[config.mk]
export PLATFORM = sky130hd
export DESIGN_NAME = thermo_decoder
export DESIGN_NICKNAME = d
export VERILOG_FILES = /design/src/rtl/thermo_pkg.sv /design/src/rtl/thermo_seg_decode.sv /design/src/rtl/thermo_decoder.sv
export SDC_FILE = /design/constraint.sdc
export NUM_CORES = 1
export LEC_CHECK = 0
export CORE_AREA = 2 2 406 408
export CTS_CLUSTER_SIZE = 30
export DETAILED_ROUTE_END_ITERATION = 10
export DIE_AREA = 0 0 408 410
export MAX_ROUTING_LAYER = met4
export SETUP_SLACK_MARGIN = 0.5
export SLEW_MARGIN = 0
export SYNTH_ARGS = -nofsm -noshare
export SYNTH_HDL_FRONTEND = slang
export SYNTH_HIERARCHICAL = 1
export SYNTH_SLANG_ARGS = --single-unit
[constraint.sdc]
create_clock -name clk -period 9.3 [get_ports clk]
set_input_delay 1.86 -clock clk [delete_from_list [all_inputs] [get_ports clk]]
set_output_delay 1.86 -clock clk [all_outputs]
set_load 0.01 [all_outputs]
[src/rtl/thermo_pkg.sv]
// Shared types and helpers for the thermometer-to-binary decoder.
package thermo_pkg;

  localparam int SEG_DEFAULT = 32;
  // Segment index field is sized for the largest supported segment; the top truncates it.
  localparam int IDX_MAX_W   = 16;

  function automatic int LOG2(input int v);
    int r;
    r = 0;
    while ((1 << r) < v) r++;
    return r;
  endfunction

  typedef struct packed {
    logic                 full;
    logic [IDX_MAX_W-1:0] idx;
    logic                 bub;
    logic                 lsb;
  } seg_res_t;

endpackage

[src/rtl/thermo_seg_decode.sv]
// Combinational decode of one thermometer segment: all-ones, lowest zero, bubble, low bit.
// Bubble detection exists only when THERMO_BUBBLE_CHECK_EN is defined.
module thermo_seg_decode
  import thermo_pkg::*;
#(
  parameter int SEG = SEG_DEFAULT
) (
  input  logic [SEG-1:0] seg_i,
  output seg_res_t       res_o
);

  always_comb begin
    res_o      = '0;
    res_o.full = &seg_i;
    res_o.lsb  = seg_i[0];
    for (int j = SEG - 1; j >= 0; j--) begin
      if (!seg_i[j]) res_o.idx = IDX_MAX_W'(j);
    end
`ifdef THERMO_BUBBLE_CHECK_EN
    res_o.bub = |(seg_i[SEG-1:1] & ~seg_i[SEG-2:0]);
`endif
  end

endmodule

[src/rtl/thermo_decoder.sv]
// Two-stage thermometer-to-binary decoder with valid/ready flow control.
// Optional bubble flag under THERMO_BUBBLE_CHECK_EN; otherwise out_err is tied low.
module thermo_decoder
  import thermo_pkg::*;
#(
  parameter int WIDTH = 1024,
  parameter int LOG_W = 10,
  parameter int SEG   = SEG_DEFAULT
) (
  input  logic             clk,
  input  logic             rst,
  input  logic             in_valid,
  output logic             in_ready,
  input  logic [WIDTH-1:0] thermo,
  output logic             out_valid,
  input  logic             out_ready,
  output logic [LOG_W:0]   enc,
  output logic             out_err
);

  localparam int NSEG  = WIDTH / SEG;
  localparam int SBITS = LOG2(SEG);
  localparam int EW    = LOG_W + 1;

  seg_res_t         res [NSEG];
  logic [NSEG-1:0]  unused_res;
  logic             adv;

  logic [NSEG-1:0]  full_d, full_p1_q;
  logic [SBITS-1:0] idx_d [NSEG];
  logic [SBITS-1:0] idx_p1_q [NSEG];
  logic             vld_p1_q, vld_p2_q;
  logic [LOG_W:0]   enc_d, enc_q;

  assign adv       = out_ready | ~vld_p2_q;
  assign in_ready  = adv;
  assign out_valid = vld_p2_q;
  assign enc       = enc_q;

  for (genvar s = 0; s < NSEG; s++) begin : g_seg
    thermo_seg_decode #(.SEG(SEG)) u_seg (
      .seg_i (thermo[s*SEG +: SEG]),
      .res_o (res[s])
    );
    assign unused_res[s] = ^res[s];
  end

  always_comb begin
    for (int s = 0; s < NSEG; s++) begin
      full_d[s] = res[s].full;
      idx_d[s]  = res[s].idx[SBITS-1:0];
    end
  end

  // Stage 2 combinational: lowest non-full segment wins
  always_comb begin
    enc_d = EW'(WIDTH);
    for (int s = NSEG - 1; s >= 0; s--) begin
      if (!full_p1_q[s]) enc_d = EW'(s * SEG) + EW'(idx_p1_q[s]);
    end
  end

  always_ff @(posedge clk or posedge rst) begin
    if (rst) begin
      vld_p1_q  <= 1'b0;
      vld_p2_q  <= 1'b0;
      full_p1_q <= '0;
      enc_q     <= '0;
      for (int s = 0; s < NSEG; s++) idx_p1_q[s] <= '0;
    end else if (adv) begin
      // Stage 1 boundary
      vld_p1_q  <= in_valid;
      full_p1_q <= full_d;
      for (int s = 0; s < NSEG; s++) idx_p1_q[s] <= idx_d[s];
      // Stage 2 boundary
      vld_p2_q  <= vld_p1_q;
      enc_q     <= enc_d;
    end
  end

`ifdef THERMO_BUBBLE_CHECK_EN
  logic [NSEG-1:0] lsb_vec, bub_vec, bub_d, bub_p1_q;
  logic            err_q;

  always_comb begin
    for (int s = 0; s < NSEG; s++) begin
      lsb_vec[s] = res[s].lsb;
      bub_vec[s] = res[s].bub;
    end
    // A set low bit in segment s+1 above a non-full segment s is a boundary bubble.
    bub_d = bub_vec | ((lsb_vec >> 1) & ~full_d);
  end

  always_ff @(posedge clk or posedge rst) begin
    if (rst) begin
      bub_p1_q <= '0;
      err_q    <= 1'b0;
    end else if (adv) begin
      bub_p1_q <= bub_d;
      err_q    <= |bub_p1_q;
    end
  end

  assign out_err = err_q;
`else
  assign out_err = 1'b0;
`endif

endmodule

==> results.yml <==
synthesis:
  netlist_area_um2: 21890
  synth_fp_nets: 4394
  postSynthCellCount: 3366
  syn_area_per_cell_um2: 6.503
  yosys_warnings: 6
detailed_routing:
  via_per_inst: 4.538
  dr_total_vias: 30040
  drtIter0Drc: 2273
  drt.antenna.violating_nets: 0
  wl_um: 143300
  routedWlPerCell_um: 21.64
  drc_errors: 0
  dr.pass1.iters: 6
power_and_ir_drop:
  p_leak_nw: 13.29
  p_sw_w: 0.0009859
  p_per_area_nw_per_um2: 87.86
  switching_share_pct: 31.28
  clkPwrFrac_pct: 36.8
  p_int_w: 0.002166
  vdd_drop_max_mv: 0.1245
  p_total_w: 0.003152
  seq_power_share_pct: 30.6
  comb_power_share_pct: 32.6
clock_network:
  cts_buffers: 28
  clock_sinks: 205
  tritoncts: "yes"
  postCtsResizedCells: 0
  clk_latency_ns: 0.59
  clock-root-buffer: "clkbuf_16"
  clkTransAtPathRegs_ns: 0.06
  clk_path_buf_depth: 3
  cts_setup_buffers: 0
  postCtsHoldBufs: 0
  h-tree-depth: 1
setup_path:
  end_kind: "output port"
  slowest_stage: "clkdlybuf4s50_1"
  cp_max_fo: 86
  r2r_slack_ns: 6.25
  critical_path_required_ns: 7.44
  critPathArrivalTime_ns: 4.08
  rr_startpoint: "full_p1_q[20]"
  rr_worst_depth: 5
  startpoint_type: "input port"
  cp_common_cell: "clkdlybuf4s50_1"
  slowest_delay_ns: 0.69
  path_class: "input port to output port"
  crit_chain: "clkdlybuf4s50_1 > nor2b_4 > inv_8 > clkdlybuf4s50_1"
  rr_endpoint: "enc[10]"
min_path:
  hp-class: "register to register"
  min_path_cells: 2
  hold_end: "idx_p1_q[41]"
  min_from: "idx_p1_q[41]"
floorplan:
  core_um2: 163500
  fp.dieH_um: 410
  core.rowCount: 149
  io_pins: 1042
  start_util_pct: 13.39
  fp.dieArea_um2: 167300
  die_w_um: 408
global_routing:
  antenna_found_initial: 48
  gr-total-overflow: 0
  grt_pass1_wl_um: 199800
  grt_pass1_vias: 28830
  grt_usage_pct: 16.64
  grt_max_degree: 92
timing:
  timing.fmax_ghz: 0.1683
  rsz0062_at_grt: "false"
  tightest_slew_ns: 1.252
  fin_crit_ns: 5.943
  max_slew_margin_pct: 15.66
  clock-skew-final_ns: 0.02993
  hold_slack_ns: 0.4651
  finalCritPeriodShare_pct: 63.90
  setup_viol: 0
  finalHoldViolCount: 0
  tns_ns: 0
  slew_violations: 0
placement:
  dpl.hpwl_um: 126100
  placed_area_um2: 34780
  place_congestion: 1.042
  io_buffers: 1040
layout:
  utilization_pct: 21.94
  nets: 5398
  fin_area_um2: 35870
  final_common_cell: "clkdlybuf4s50_1"
  drive_gt1_share_pct: 3.939
  layout_common_cells: "clkdlybuf4s50_1 (1040), nand2_1 (915), nand4_1 (328)"
  area_growth_pct: 63.88
outcome:
  status: "finished, final reports clean"
flow_run:
  cap_violations: 0
-- routing by layer --
| layer | vias to the layer above | global-route usage, % | share of wire [%] |
|---|---|---|---|
| met5 | - | - | 0 |
| met4 | 0 | 5.632 | 3.7 |
| met3 | 192 | 2.602 | 5.9 |
| met2 | 1146 | 28.47 | 49 |
| met1 | 14190 | 19.80 | 42 |
| li1 | 14510 | - | - |
-- flip-flops by register name, summed over array words and instances, names as in the netlist --
register and count:
enc 11, full_p1_q 32, idx_p1_q 160, out_valid 1, vld_p1_q 1
-- through the flow --
stage | setup slack (ns) | instances
floorplan | 1.844 | 3366
global placement | 3.369 | 6529
detailed placement | 3.305 | 6529
CTS | 3.301 | 6581
global route | 3.200 | 6612
finish | 3.357 | 6620
-- final cells by class --
cell class	count	area, um^2
Fill cell	18280	127600
Multi-Input combinational cell	2859	15560
Timing Repair Buffer	1051	10490
Sequential cell	205	5130
Tap cell	2189	2739
Inverter	225	859.6
Clock buffer	39	843.3
Clock inverter	13	151.4
Antenna cell	39	97.59
-- power by group through the flow --
stage	Clock (W)	Sequential (W)	Combinational [W]
final	0.00116	0.000964	0.00103
after global routing	0.00124	0.000968	0.00111
after CTS	0.00120	0.000964	0.00103
after detailed placement	0	0.000979	0.00103
after global placement	0	0.000979	0.00102
after floorplan	0	0.000967	0.000297
-- worst max path at each step --
stage	start	end	cells after the start
final	out_ready	in_ready	4
after global routing	out_ready	in_ready	4
after CTS	out_ready	in_ready	4
after detailed placement	out_ready	in_ready	4
after global placement	out_ready	in_ready	4
after floorplan	rst	enc[0]	1
-- worst max-delay path, delay by kind of cell --
family,cells,cell delay [ns]
buf+inv,3,1.56
simple gates,1,0.61
(Power assumes the default switching activity.)
